## src/rtl/io_hub_pkg.sv

```systemverilog
// io_hub_pkg: shared register offsets, window geometry and handshake state type.
// Offsets are byte offsets inside the hub window; the low two address bits are ignored.
// Imported by io_hub and sw_debounce.
package io_hub_pkg;

  localparam int WIN_BYTES = 64;
  localparam int WIN_AW    = $clog2(WIN_BYTES);

  localparam logic [WIN_AW-1:0] OFF_LED   = 6'h00;
  localparam logic [WIN_AW-1:0] OFF_SW    = 6'h04;
  localparam logic [WIN_AW-1:0] OFF_RISE  = 6'h08;
  localparam logic [WIN_AW-1:0] OFF_CYCLE = 6'h0C;

  typedef enum logic {
    S_IDLE = 1'b0,
    S_ACK  = 1'b1
  } state_t;

endpackage

```

## src/rtl/io_hub_sw_debounce.sv

```systemverilog
// sw_debounce: one switch bit -> 2-flop synchroniser, stability counter, stable register.
// Ports: clk, rst (async high), raw_i (asynchronous level), stable_o (debounced level),
//        rise_o (high in the cycle whose closing edge moves stable_o from 0 to 1).
module sw_debounce
  import io_hub_pkg::*;
#(
  parameter int DEB_CYCLES = 500000
) (
  input  logic clk,
  input  logic rst,
  input  logic raw_i,
  output logic stable_o,
  output logic rise_o
);

  localparam int CW = (DEB_CYCLES > 2) ? $clog2(DEB_CYCLES) : 1;
  localparam logic [CW-1:0] CNT_LAST = CW'(DEB_CYCLES - 1);

  logic          sync1_q, sync2_q;
  logic          stable_q, stable_d;
  logic [CW-1:0] cnt_q, cnt_d;
  logic          accept;

  // The synchronised level has disagreed with the stable value long enough.
  assign accept = (sync2_q != stable_q) && (cnt_q == CNT_LAST);

  always_comb begin
    stable_d = stable_q;
    cnt_d    = cnt_q;
    if (sync2_q == stable_q) begin
      cnt_d = '0;
    end else if (accept) begin
      stable_d = sync2_q;
      cnt_d    = '0;
    end else begin
      cnt_d = cnt_q + 1'b1;
    end
  end

  always_ff @(posedge clk or posedge rst) begin
    if (rst) begin
      sync1_q  <= 1'b0;
      sync2_q  <= 1'b0;
      stable_q <= 1'b0;
      cnt_q    <= '0;
    end else begin
      sync1_q  <= raw_i;
      sync2_q  <= sync1_q;
      stable_q <= stable_d;
      cnt_q    <= cnt_d;
    end
  end

  assign stable_o = stable_q;
  assign rise_o   = accept && sync2_q;

endmodule

```

## src/rtl/io_hub.sv

```systemverilog
// io_hub: memory-mapped LED / debounced switch / switch-rise / cycle-counter slave.
// Bus: req/we/addr/wdata/be in, registered rdata/ack/err out (ack one cycle after the req edge).
// Pins: switch_in (raw, async) -> per-bit sw_debounce; led_out driven from the LED register.
module io_hub
  import io_hub_pkg::*;
#(
  parameter int          SW_W       = 16,
  parameter int          LED_W      = 16,
  parameter int          DEB_CYCLES = 500000,
  parameter logic [31:0] BASE_ADDR  = 32'hFFFF_FC00
) (
  input  logic             clk,
  input  logic             rst,
  input  logic             req,
  input  logic             we,
  input  logic [31:0]      addr,
  input  logic [31:0]      wdata,
  input  logic [3:0]       be,
  output logic [31:0]      rdata,
  output logic             ack,
  output logic             err,
  input  logic [SW_W-1:0]  switch_in,
  output logic [LED_W-1:0] led_out
);

  state_t            state_q, state_d;
  logic [LED_W-1:0]  led_q, led_d;
  logic [SW_W-1:0]   rise_q, rise_d;
  logic [31:0]       cycle_q, cycle_d;
  logic [31:0]       rdata_q, rdata_d;
  logic              err_q, err_d;
  logic [SW_W-1:0]   sw_stable, sw_rise;

  logic              acc, in_win, hit_led, hit_sw, hit_rise, hit_cycle, mapped;
  logic [WIN_AW-1:0] off;
  logic              unused_addr_bits;

  assign unused_addr_bits = ^addr[1:0];

  for (genvar g = 0; g < SW_W; g++) begin : g_deb
    sw_debounce #(.DEB_CYCLES(DEB_CYCLES)) u_deb (
      .clk      (clk),
      .rst      (rst),
      .raw_i    (switch_in[g]),
      .stable_o (sw_stable[g]),
      .rise_o   (sw_rise[g])
    );
  end

  // Address decode; the window is naturally aligned so a tag compare suffices.
  assign acc       = (state_q == S_IDLE) && req;
  assign in_win    = (addr[31:WIN_AW] == BASE_ADDR[31:WIN_AW]);
  assign off       = {addr[WIN_AW-1:2], 2'b00};
  assign hit_led   = in_win && (off == OFF_LED);
  assign hit_sw    = in_win && (off == OFF_SW);
  assign hit_rise  = in_win && (off == OFF_RISE);
  assign hit_cycle = in_win && (off == OFF_CYCLE);
  assign mapped    = hit_led || hit_sw || hit_rise || hit_cycle;

  // Handshake FSM: state register.
  always_ff @(posedge clk or posedge rst) begin
    if (rst) state_q <= S_IDLE;
    else     state_q <= state_d;
  end

  // Handshake FSM: next state. ACK always lasts exactly one cycle.
  always_comb begin
    state_d = state_q;
    case (state_q)
      S_IDLE:  if (req) state_d = S_ACK;
      S_ACK:   state_d = S_IDLE;
      default: state_d = S_IDLE;
    endcase
  end

  // Handshake FSM: outputs; everything comes straight from flops.
  always_comb begin
    ack   = (state_q == S_ACK);
    err   = err_q;
    rdata = rdata_q;
  end

  // Register file next-state. Reads sample pre-edge values, so a SW_RISE read
  // never sees a set landing on the same edge.
  always_comb begin
    led_d   = led_q;
    cycle_d = cycle_q + 32'd1;
    rise_d  = rise_q;
    rdata_d = '0;
    err_d   = 1'b0;

    if (acc && we && hit_led) begin
      for (int i = 0; i < LED_W; i++) begin
        if (be[i/8]) led_d[i] = wdata[i];
      end
    end

    if (acc && we && hit_cycle) begin
      for (int k = 0; k < 4; k++) begin
        cycle_d[8*k +: 8] = be[k] ? wdata[8*k +: 8] : cycle_q[8*k +: 8];
      end
    end

    if (acc && we && hit_rise) begin
      for (int i = 0; i < SW_W; i++) begin
        if (be[i/8] && wdata[i]) rise_d[i] = 1'b0;
      end
    end
    // Applied after the clear so a same-edge set wins.
    rise_d = rise_d | sw_rise;

    if (acc) begin
      err_d = !mapped;
      if (!we) begin
        if (hit_led)   rdata_d[LED_W-1:0] = led_q;
        if (hit_sw)    rdata_d[SW_W-1:0]  = sw_stable;
        if (hit_rise)  rdata_d[SW_W-1:0]  = rise_q;
        if (hit_cycle) rdata_d            = cycle_q;
      end
    end
  end

  always_ff @(posedge clk or posedge rst) begin
    if (rst) begin
      led_q   <= '0;
      cycle_q <= '0;
      rise_q  <= '0;
      rdata_q <= '0;
      err_q   <= 1'b0;
    end else begin
      led_q   <= led_d;
      cycle_q <= cycle_d;
      rise_q  <= rise_d;
      rdata_q <= rdata_d;
      err_q   <= err_d;
    end
  end

  assign led_out = led_q;

endmodule

```

## config.mk

```make
export PLATFORM = sky130hd
export DESIGN_NAME = io_hub
export DESIGN_NICKNAME = d
export VERILOG_FILES = /design/src/rtl/io_hub_pkg.sv /design/src/rtl/io_hub_sw_debounce.sv /design/src/rtl/io_hub.sv
export SDC_FILE = /design/constraint.sdc
export NUM_CORES = 1
export LEC_CHECK = 0
export ABC_CLOCK_PERIOD_IN_PS = 17300
export CAP_MARGIN = 5
export CORE_MARGIN = 2
export CORE_UTILIZATION = 40
export DETAILED_ROUTE_END_ITERATION = 8
export SYNTH_ARGS = -nofsm -noshare
export SYNTH_HDL_FRONTEND = slang
export SYNTH_SLANG_ARGS = --single-unit
```

## constraint.sdc

```tcl
create_clock -name clk -period 17.3 [get_ports clk]
set_clock_uncertainty 0.2 [all_clocks]
set_input_delay 2.595 -clock clk [delete_from_list [all_inputs] [get_ports clk]]
set_output_delay 2.595 -clock clk [all_outputs]
set_load 0.005 [all_outputs]
```

==> results of run 1 <==
==> path summary, 6_finish.rpt <==
path / from / to / slack (ns) / depth (start not counted)
max: addr[3] / rdata[13] / 11.66 / 7
min: g_deb[6].u_deb.sync1_q / g_deb[6].u_deb.sync2_q / 0.15 / 0
max reg2reg: cycle_q[0] / cycle_q[26] / 14.22 / 6
min reg2reg: g_deb[6].u_deb.sync1_q / g_deb[6].u_deb.sync2_q / 0.15 / 0
max in group asynchronous: rst / cycle_q[25] / 12.35 / 4
min in group asynchronous: rst / g_deb[3].u_deb.cnt_q[7] / 2.33 / 2
==> routing by layer <==
layer  global-route usage, %  part of all wire (%)  up-vias
met5                       0                     0        -
met4                    4.74                   2.0        0
met3                    3.08                   4.1       70
met2                    28.1                    46      234
met1                    25.2                    48     7416
li1                        -                     -     7584
==> flip-flops by register name, summed over array words and instances (netlist names) <==
register,flops
ack,1
cycle_q,32
err,1
g_deb.u_deb.cnt_q,304
g_deb.u_deb.stable_o,16
g_deb.u_deb.sync1_q,16
g_deb.u_deb.sync2_q,16
led_out,16
rdata,32
rise_q,16
==> per-stage QoR <==
step	utilization (%)	worst slack, ns	std cells	instance area, sq um
after floorplan	-	1.96	2130	21200
after global placement	44.3	11.00	2904	23300
after detailed placement	44.3	10.98	2904	23300
after CTS	47.6	11.60	2997	25000
after global routing	47.6	11.42	2997	25000
final	47.6	11.66	2997	25000
==> layout make-up <==
cell class,count,area [sq um]
flip-flops and latches,450,11300
inverters,76,293
fillers,4820,27500
multi-input cells,1545,9460
well taps,688,861
clock buffers,75,1470
repair buffers,145,1430
clock inverters,18,267
==> placed cells by master, fill, tap and decap left out, types with 40 or more instances in the layout <==
cell type        synthesis  routed
nor4_1                  53      53
clkbuf_16                0      51
xnor2_1                164     164
inv_1                   76      75
clkdlybuf4s50_1          0     135
and4_1                  40      40
nand4_1                 59      59
nand3_1                124     124
dfrtp_1                450     450
nor3_1                  97      97
nand2_1                175     175
nor2_1                 369     369
xor2_1                 124     124
mux2_2                  41      41
==> power breakdown <==
part / total [uW] / switching [uW] / leakage (uW) / internal, uW
registers: 1080 / 11.5 / 0.00603 / 1070
logic: 94.0 / 58.5 / 0.00345 / 35.5
clock network: 1110 / 435 / 0.000844 / 676
==> kinds of logic after synthesis <==
logic type,count (synthesis),share of synthesized area (%)
flops,450,53.0
buf+inv,135,2.44
xor+xnor,288,11.9
fa+ha+maj,17,1.00
simple gates,1087,25.7
compound gates,97,3.09
mux,56,2.88
==> summary.md, run 1 <==
| Metric | Value |
|---|---|
| Critical path, cell by cell | clkdlybuf4s50_1 -> buf_4 -> nand2_1 -> nor4_1 -> nand2_1 -> nor2_1 -> nor3_1 |
| Ys Warns | 0 |
| Worst-Skew Late Latency | just under 0.6 ns |
| WL per Instance | roughly 16 um |
| GRT Total Usage | ~18% |
| Final Hold Viols | 0 |
| DIE WIDTH | about 230 um |
| Antenna diodes | 0 |
| Setup Viol. Count Final | 0 |
| IO Pins | approximately 140 |
| Crit Path Category | in2reg |
| Peak VDD IR | approximately 0.086 mV |
| Hold Crit Class | reg2reg |
| Vias per std cell | between 5 and 6 |
| CP peak stage delay | 0.87 ns |
| Syn Area/Cell | approximately 10 sq um |
| Largest net degree at the start of global routing | roughly 110 |
| Setup TNS | 0 ns |
| Cell repeated most along the worst path | nand2_1 |
| CP bufs+invs | 2 |
| Hold_buf cts | 0 |
| Slowest cell on crit path | nor4_1 |
| RSZ-0062 raised after global routing | no |
| Synth cell count leaders | 450 x dfrtp_1, 369 x nor2_1, 175 x nand2_1 |
| Rows | 84 |
| Post-Route WL | 47.8 mm |
| Final nets | 2373 |
| Routed Antenna Nets | 0 |
| Leakage | about 0.010 uW |
| Via Count | 15300 |
| PD cells | approximately 91 mW/mm^2 |
| Syn Inst Count | 2130 |
| Die area | ~0.055 sq mm |
| EDFF count, synth | 0 |
| RePlAce Congestion | around 0.82 |
| Worst setup EP type | register |
| CTS Buffer Depth | 3 |
| Final period util | 32.6% |
| Area delta synth->final | 17.9% |
| CTS resizes | 0 |
| Max Clk Rate | approximately 180 MHz |
| GRT overflow | 0 |
| Core ar. | 0.0526 sq mm |
| Iteration-0 DRC Markers | about 930 |
| Ranking of synthesized cells by area | dfrtp_1 53%, xnor2_1 6.8%, nor2_1 6.5% |
| WP data arrival | roughly 5.9 ns |
| Clock transition at the registers of the reported paths | around 0.060 ns |
| Max cap viols | 0 |
| Most frequent cell after synthesis | dfrtp_1 |
| Synth top area share | between 50% and 60% |
| Worst EP required | between 15 and 20 ns |
| Post-synthesis register bit count | 450 |
| Outcome | finished, final reports clean |
| Die Height | approximately 230 um |
| CP delay by family, top | simple AND/OR/NAND/NOR gates |
| CP Max Fanout | 24 |
| CTS Buf Count | 50 |
| Syn_nets | 2235 |
| Initial antenna violation count | 0 |
| Largest area contributor in the netlist | dfrtp_1 |
| Synth unique cells | just under 60 |
| Ys async rst share | 100% |
| First-pass GRT wire length | 79.2 mm |
| Slew Viols, Final | 0 |
| Clk sinks | 450 |
| Post-DP HPWL | about 33 mm |
| Dominant synthesized flop cell | dfrtp_1 |
| Layout cells sized above 1 | roughly 7.4% |
| Mapped cell area | 0.0212 sq mm |
| Slew HR | about 22% |
| Clock root buffer | clkbuf_16 |
| Port-buffer cells | roughly 140 |
| Slew @ Worst Pin | 1.17 ns |
| Initial Utilization | 40.4% |
| H-Tree Depth | 2 |
| # Post-CTS Setup Buffers | 0 |
| Pwr Total | roughly 2300 uW |
| Post-synthesis sequential area ratio | 53.0% |
| Hold slack | ~0.15 ns |
| CTS tree | done |
| Crit start category | input port |
| Drt pass-1 iters | 7 |
| Min cycle time layout | 5.64 ns |
| DRC | 0 |
| Vias in the first global route | 15400 |
No activity file was read; power rests on OpenSTA's default activity.
==> run 2: changes to the inputs <==
--- a/config.mk
+++ b/config.mk
@@ -5,7 +5,7 @@
 export SDC_FILE = /design/constraint.sdc
 export NUM_CORES = 1
 export LEC_CHECK = 0
-export ABC_CLOCK_PERIOD_IN_PS = 17300
+export ABC_CLOCK_PERIOD_IN_PS = 4700
 export CAP_MARGIN = 5
 export CORE_MARGIN = 2
 export CORE_UTILIZATION = 40
==> constraint.sdc (replaced) <==
create_clock -name clk -period 4.7 [get_ports clk]
set_clock_uncertainty 0.2 [all_clocks]
set_input_delay 0.705 -clock clk [delete_from_list [all_inputs] [get_ports clk]]
set_output_delay 0.705 -clock clk [all_outputs]
set_load 0.005 [all_outputs]
==> run 2 against run 1 <==
Global-route usage is 0.26 points higher. Count of clock-buffer cells in the layout is 5 lower. Total power grew to 3.7 times the previous value. Non-clock buffer count is 6 higher. Final cell count is 0.23% higher. Sequential share of layout area is 0.12 points lower. Hold slack worse by 0.0048 ns. Highest routed layer is now met5. Setup slack worse by 10 ns.
==> summary.md, run 2 (same netlist as run 1, synthesis figures left out) <==
| Metric | Value |
|---|---|
| Outcome | finished, final reports clean (unchanged) |
| Leakage | 0.0104 uW (was 0.0103 uW) |
| Rows | 84 (unchanged) |
| # Post-CTS Setup Buffers | 0 (unchanged) |
| CP peak stage delay | 0.62 ns (was 0.87 ns) |
| Worst-Skew Late Latency | 0.59 ns (about the same) |
| Top reg by flops | g_deb.u_deb.cnt_q (unchanged) |
| DIE WIDTH | 234 um (unchanged) |
| Worst R2R End | cycle_q[26] (unchanged) |
| Clk sinks | 450 (unchanged) |
| GRT Total Usage | 18.0% (was 17.8%) |
| Critical path, cell by cell | clkdlybuf4s50_1 -> or4b_4 -> nor4_4 -> nand4_4 -> or2_0 -> o221a_2 (was clkdlybuf4s50_1 -> buf_4 -> nand2_1 -> nor4_1 -> nand2_1 -> nor2_1 -> nor3_1) |
| Min cycle time layout | around 3.4 ns |
| Post-Layout Inst Area | 0.0251 sq mm (was 0.0250 sq mm) |
| Crit Path Category | in2reg (unchanged) |
| Commonest cells after routing, fill and taps aside | 450 x dfrtp_1, 369 x nor2_1, 175 x nand2_1, 164 x xnor2_1, 135 x clkdlybuf4s50_1 (unchanged) |
| WL per Instance | 16.2 um (was 15.9 um) |
| Setup TNS | 0 ns (unchanged) |
| Max Clk Rate | just under 300 MHz |
| Worst setup EP type | register (unchanged) |
| Setup Viol. Count Final | 0 (unchanged) |
| Routed Antenna Nets | 0 (unchanged) |
| CTS Buf Count | 50 (unchanged) |
| CP delay by family, top | simple AND/OR/NAND/NOR gates (unchanged) |
| H-Tree Depth | 2 (unchanged) |
| R2R Setup Slk | 1.75 ns (was 14.22 ns) |
| GRT overflow | 0 (unchanged) |
| PD cells | 332 mW/mm^2 (was 91.2 mW/mm^2) |
| WP data arrival | 3.72 ns (was 5.91 ns) |
| Worst setup margin | 1.25 ns (was 11.66 ns) |
| First-pass GRT wire length | 80.0 mm (was 79.2 mm) |
| Slew Viols, Final | 0 (unchanged) |
| CP Max Fanout | 27 (was 24) |
| Vias in the first global route | 15300 (was 15400) |
| Crit start category | input port (unchanged) |
| Post-Route WL | 48.8 mm (was 47.8 mm) |
| Via Count | 15600 (was 15300) |
| Max cap viols | 0 (unchanged) |
| Core ar. | 0.0526 sq mm (unchanged) |
| Largest net degree at the start of global routing | 124 (was 114) |
| Final nets | 2379 (was 2373) |
| Layout cells sized above 1 | 7.82% (was 7.41%) |
| CTS resizes | 0 (unchanged) |
| CTS tree | done (unchanged) |
| Clock transition at the registers of the reported paths | 0.06 ns (about the same) |
| Die area | 0.0550 sq mm (unchanged) |
| Slowest cell on crit path | nor4_4 (was nor4_1) |
| Vias per std cell | 5.19 (was 5.11) |
| Initial antenna violation count | 2 (was 0) |
| Initial Utilization | 40.4% (unchanged) |
| Final period util | about 73% |
| Post-DP HPWL | 33.9 mm (was 33.1 mm) |
| Slew HR | 39.5% (was 22.3%) |
| Hold_buf cts | 0 (unchanged) |
| CTS Buffer Depth | 3 (unchanged) |
| Clock root buffer | clkbuf_16 (unchanged) |
| Area delta synth->final | 18.2% (was 17.9%) |
| Commonest non-fill, non-tap cell in the layout | dfrtp_1 (unchanged) |
| Slew @ Worst Pin | 0.899 ns (was 1.17 ns) |
| Largest register FFs | 304 (unchanged) |
| DRC | 0 (unchanged) |
| Die Height | 234 um (unchanged) |
| Hold slack | 0.141 ns (was 0.146 ns) |
| Final Hold Viols | 0 (unchanged) |
| CP bufs+invs | 1 (was 2) |
| Post-Place Cell Area | 0.0234 sq mm (was 0.0233 sq mm) |
| Worst hold path endpoint | g_deb[2].u_deb.sync2_q (was g_deb[6].u_deb.sync2_q) |
| Hold path depth | 0 (unchanged) |
| Hold Path Origin | g_deb[2].u_deb.sync1_q (was g_deb[6].u_deb.sync1_q) |
| RePlAce Congestion | 0.817 (was 0.816) |
| Worst r2r src | cycle_q[0] (unchanged) |
| RSZ-0062 raised after global routing | no (unchanged) |
| Port-buffer cells | 135 (unchanged) |
| FF-to-FF path depth | 6 (unchanged) |
| Drt pass-1 iters | 5 (was 7) |
| Worst slack at placement | 0.651 ns (was 10.98 ns) |
| Worst EP required | 4.97 ns (was 17.56 ns) |
| Hold Crit Class | reg2reg (unchanged) |
| IO Pins | 138 (unchanged) |
| Iteration-0 DRC Markers | 1149 (was 926) |
| Peak VDD IR | 0.245 mV (was 0.0860 mV) |
## run 2: changes by cell type in the layout (fill, tap and decap cells not counted), sizes merged
cell      before  now
clkbuf        75   70
inv           78   77
buf           10   16
clkinvlp       3    2
clkinv         7   14
bufinv         6    5
diode          0    2
## run 2: worst max-delay path by stage
stage	cells past startpoint	from	slack, ns	endpoint
6_report	6	addr[7]	1.25	cycle_q[2]
5_1_grt	6	addr[7]	1.10	cycle_q[6]
4_1_cts	6	addr[7]	1.26	cycle_q[2]
3_5_place_dp	6	addr[7]	0.65	cycle_q[4]
3_3_place_gp	6	addr[7]	0.66	cycle_q[2]
2_1_floorplan	1	rst	-2.29	ack
## run 2: area by class of cell
type | count | area [sq um]
Timing Repair Buffer | 151 | 1520
Antenna cell | 2 | 5.00
Inverter | 76 | 289
Tap cell | 688 | 861
Clock buffer | 70 | 1450
Multi-Input combinational cell | 1545 | 9460
Sequential cell | 450 | 11300
Fill cell | 4858 | 27400
Clock inverter | 22 | 256
## run 2: stage by stage
step	utilization, %	total power (uW)	cells
floorplan	-	4230	2130
CTS	47.8	8470	3002
global placement	44.5	4390	2910
global route	47.8	8680	3003
finish	47.8	8350	3004
detailed placement	44.5	4390	2910
## run 2: per-layer routing
layer  GRT usage [%]  routed length [um]
met1            25.8               23400
met2            27.9               21900
met3            3.19                2190
met4            5.52                1310
met5               0                  13
## run 2: report_power, final
| part | internal, uW | switching [uW] | total [uW] | leakage, uW |
|---|---|---|---|---|
| Combinational | 136 | 215 | 352 | 0.00349 |
| Clock | 2430 | 1600 | 4030 | 0.000846 |
| Sequential | 3920 | 42.0 | 3970 | 0.00603 |
## run 2: worst register-to-register path: stages (launching register included)
cell and delay, ns:
dfrtp_1 0.48, ha_1 0.29, nand2_1 0.14, nor4_1 0.54, nand2_1 0.37, or4_1 0.61, a211oi_2 0.23
==> run 3: changes to the inputs <==
--- a/config.mk
+++ b/config.mk
@@ -5,7 +5,7 @@
 export SDC_FILE = /design/constraint.sdc
 export NUM_CORES = 1
 export LEC_CHECK = 0
-export ABC_CLOCK_PERIOD_IN_PS = 4700
+export ABC_CLOCK_PERIOD_IN_PS = 3500
 export CAP_MARGIN = 5
 export CORE_MARGIN = 2
 export CORE_UTILIZATION = 40
==> constraint.sdc (replaced) <==
create_clock -name clk -period 3.5 [get_ports clk]
set_clock_uncertainty 0.2 [all_clocks]
set_input_delay 0.525 -clock clk [delete_from_list [all_inputs] [get_ports clk]]
set_output_delay 0.525 -clock clk [all_outputs]
set_load 0.005 [all_outputs]
==> run 3 against run 2 <==
Setup slack got worse by 0.64 ns. Flip-flop and latch count stayed put. First-iteration DRC count decreased by 7.4%. Via count rose by 0.13%. Critical endpoint is now cycle_q[26]. Largest power group is now sequential cells.
==> summary.md, run 3 (same netlist as run 1, synthesis figures left out) <==
| Metric | Value |
|---|---|
| Setup TNS | 0 ns (unchanged) |
| # Post-CTS Setup Buffers | 0 (unchanged) |
| First-pass GRT wire length | 80.9 mm (was 80.0 mm) |
| GRT overflow | 0 (unchanged) |
| CTS Buffer Depth | 3 (unchanged) |
| Hold Crit Class | reg2reg (unchanged) |
| Slew Viols, Final | 0 (unchanged) |
| Layout cells sized above 1 | 8.32% (was 7.82%) |
| Final period util | approximately 82% |
| Slew @ Worst Pin | 0.679 ns (was 0.899 ns) |
| PD cells | 440 mW/mm^2 (was 332 mW/mm^2) |
| Clock root buffer | clkbuf_16 (unchanged) |
| Vias per std cell | 5.16 (was 5.19) |
| Die Height | 234 um (unchanged) |
| Drt pass-1 iters | 5 (unchanged) |
| Routed Antenna Nets | 0 (unchanged) |
| IO Pins | 138 (unchanged) |
| RSZ-0062 raised after global routing | no (unchanged) |
| Final non-filler cell total | 3021 (was 3004) |
| Commonest non-fill, non-tap cell in the layout | dfrtp_1 (unchanged) |
| Max Clk Rate | around 350 MHz |
| FF-to-FF path depth | 6 (unchanged) |
| Top reg by flops | g_deb.u_deb.cnt_q (unchanged) |
| Max cap viols | 0 (unchanged) |
| Final Hold Viols | 0 (unchanged) |
| Worst R2R End | cycle_q[26] (unchanged) |
| RePlAce Congestion | 0.827 (was 0.817) |
| Die area | 0.0550 sq mm (unchanged) |
| CTS resizes | 0 (unchanged) |
| Post-DP HPWL | 34.5 mm (was 33.9 mm) |
| Worst EP required | 3.80 ns (was 4.97 ns) |
| WL per Instance | 16.2 um (about the same) |
| H-Tree Depth | 2 (unchanged) |
| CP Max Fanout | 7 (was 27) |
| Clock transition at the registers of the reported paths | 0.06 ns (about the same) |
| CTS Buf Count | 51 (was 50) |
| DRC | 0 (unchanged) |
| Port-buffer cells | 135 (unchanged) |
| Area delta synth->final | 18.8% (was 18.2%) |
| WP data arrival | 3.19 ns (was 3.72 ns) |
| Worst-Skew Late Latency | 0.60 ns (was 0.59 ns) |
| Via Count | 15600 (about the same) |
| Leakage | 0.0104 uW (about the same) |
| Initial antenna violation count | 1 (was 2) |
| Fillers | 4844 (was 4858) |
| Largest register FFs | 304 (unchanged) |
| Multi-input logic area | 0.00946 sq mm (unchanged) |
| Clk sinks | 450 (unchanged) |
| Hold_buf cts | 0 (unchanged) |
| Worst setup EP type | register (unchanged) |
| CP peak stage delay | 0.60 ns (was 0.62 ns) |
| Largest net degree at the start of global routing | 104 (was 124) |
| Core ar. | 0.0526 sq mm (unchanged) |
| Post-Route WL | 48.9 mm (was 48.8 mm) |
| Rows | 84 (unchanged) |
| Final core utilization | 48.0% (was 47.8%) |
| FF/Latch Area | 0.0113 sq mm (unchanged) |
| Crit Path Category | reg2reg (was in2reg) |
| Setup Viol. Count Final | 0 (unchanged) |
| Worst r2r src | cycle_q[0] (unchanged) |
| Crit start category | register (was input port) |
| Placed cells | 2927 (was 2910) |
| Slew HR | 54.3% (was 39.5%) |
| R2R Setup Slk | 0.62 ns (was 1.75 ns) |
| Hold Path Origin | g_deb[12].u_deb.sync1_q (was g_deb[2].u_deb.sync1_q) |
| Critical path, cell by cell | ha_1 -> nand2_1 -> nor4_1 -> nand2_1 -> or4_1 -> a211oi_2 (was clkdlybuf4s50_1 -> or4b_4 -> nor4_4 -> nand4_4 -> or2_0 -> o221a_2) |
| Hold slack | 0.145 ns (was 0.141 ns) |
| Worst slack at placement | 0.189 ns (was 0.651 ns) |
| Peak VDD IR | 0.436 mV (was 0.245 mV) |
| Cell repeated most along the worst path | nand2_1 |
| Outcome | finished, final reports clean (unchanged) |
| Commonest cells after routing, fill and taps aside | 450 x dfrtp_1, 369 x nor2_1, 175 x nand2_1, 164 x xnor2_1, 135 x clkdlybuf4s50_1 (unchanged) |
| Min cycle time layout | roughly 2.9 ns |
| DIE WIDTH | 234 um (unchanged) |
| Iteration-0 DRC Markers | 1064 (was 1149) |
| CTS tree | done (unchanged) |
| Hold path depth | 0 (unchanged) |
| Slowest cell on crit path | or4_1 (was nor4_4) |
| Worst setup margin | 0.616 ns (was 1.25 ns) |
| Initial Utilization | 40.4% (unchanged) |
| Final nets | 2397 (was 2379) |
| Worst hold path endpoint | g_deb[12].u_deb.sync2_q (was g_deb[2].u_deb.sync2_q) |
| Vias in the first global route | 15700 (was 15300) |
| GRT Total Usage | 18.2% (was 18.0%) |
==> run 3: layout make-up <==
class | count | area share [%]
Timing Repair Buffer | 168 | 6.68
Antenna cell | 1 | 0.00991
Inverter | 76 | 1.15
Clock inverter | 17 | 0.734
Tap cell | 688 | 3.41
Multi-Input combinational cell | 1545 | 37.5
Clock buffer | 76 | 5.91
Sequential cell | 450 | 44.6
==> run 3: layer usage <==
metal	routed length [um]	up-vias	global-route usage, %	share of wire (%)
li1	-	7622	-	-
met5	0	-	0	0
met1	23100	7612	25.5	47
met3	2020	87	2.56	4.1
met2	22200	276	28.7	45
met4	1540	0	6.86	3.1
==> run 3: stage by stage <==
stage                     area (sq um)  total power, uW
after floorplan                  21200             5680
after global placement           23600             5900
after detailed placement         23600             5910
after CTS                        25200            11300
after global routing             25200            11600
final                            25200            11100
==> run 3: worst max-delay path: cells and delay by family, from the launching register on <==
family	cells	cell delay, ns
AO/OA/AOI/OAI	1	0.22
adder cells (fa/ha/maj)	1	0.28
flip-flops	1	0.47
AND/OR/NAND/NOR	4	1.63
==> run 3: how the worst max path moves through the flow <==
| stage | startpoint | endpoint | slack [ns] | cells past startpoint |
|---|---|---|---|---|
| after CTS | cycle_q[0] | cycle_q[26] | 0.65 | 6 |
| after global placement | addr[7] | cycle_q[9] | 0.21 | 6 |
| after floorplan | rst | ack | -3.31 | 1 |
| after detailed placement | addr[7] | cycle_q[9] | 0.19 | 6 |
| after global routing | cycle_q[0] | cycle_q[26] | 0.45 | 6 |
| final | cycle_q[0] | cycle_q[26] | 0.62 | 6 |
==> run 3: report_power, final <==
part	total [uW]	switching, uW	internal, uW
Clock	5300	2140	3160
Combinational	483	293	190
Sequential	5330	57.3	5270
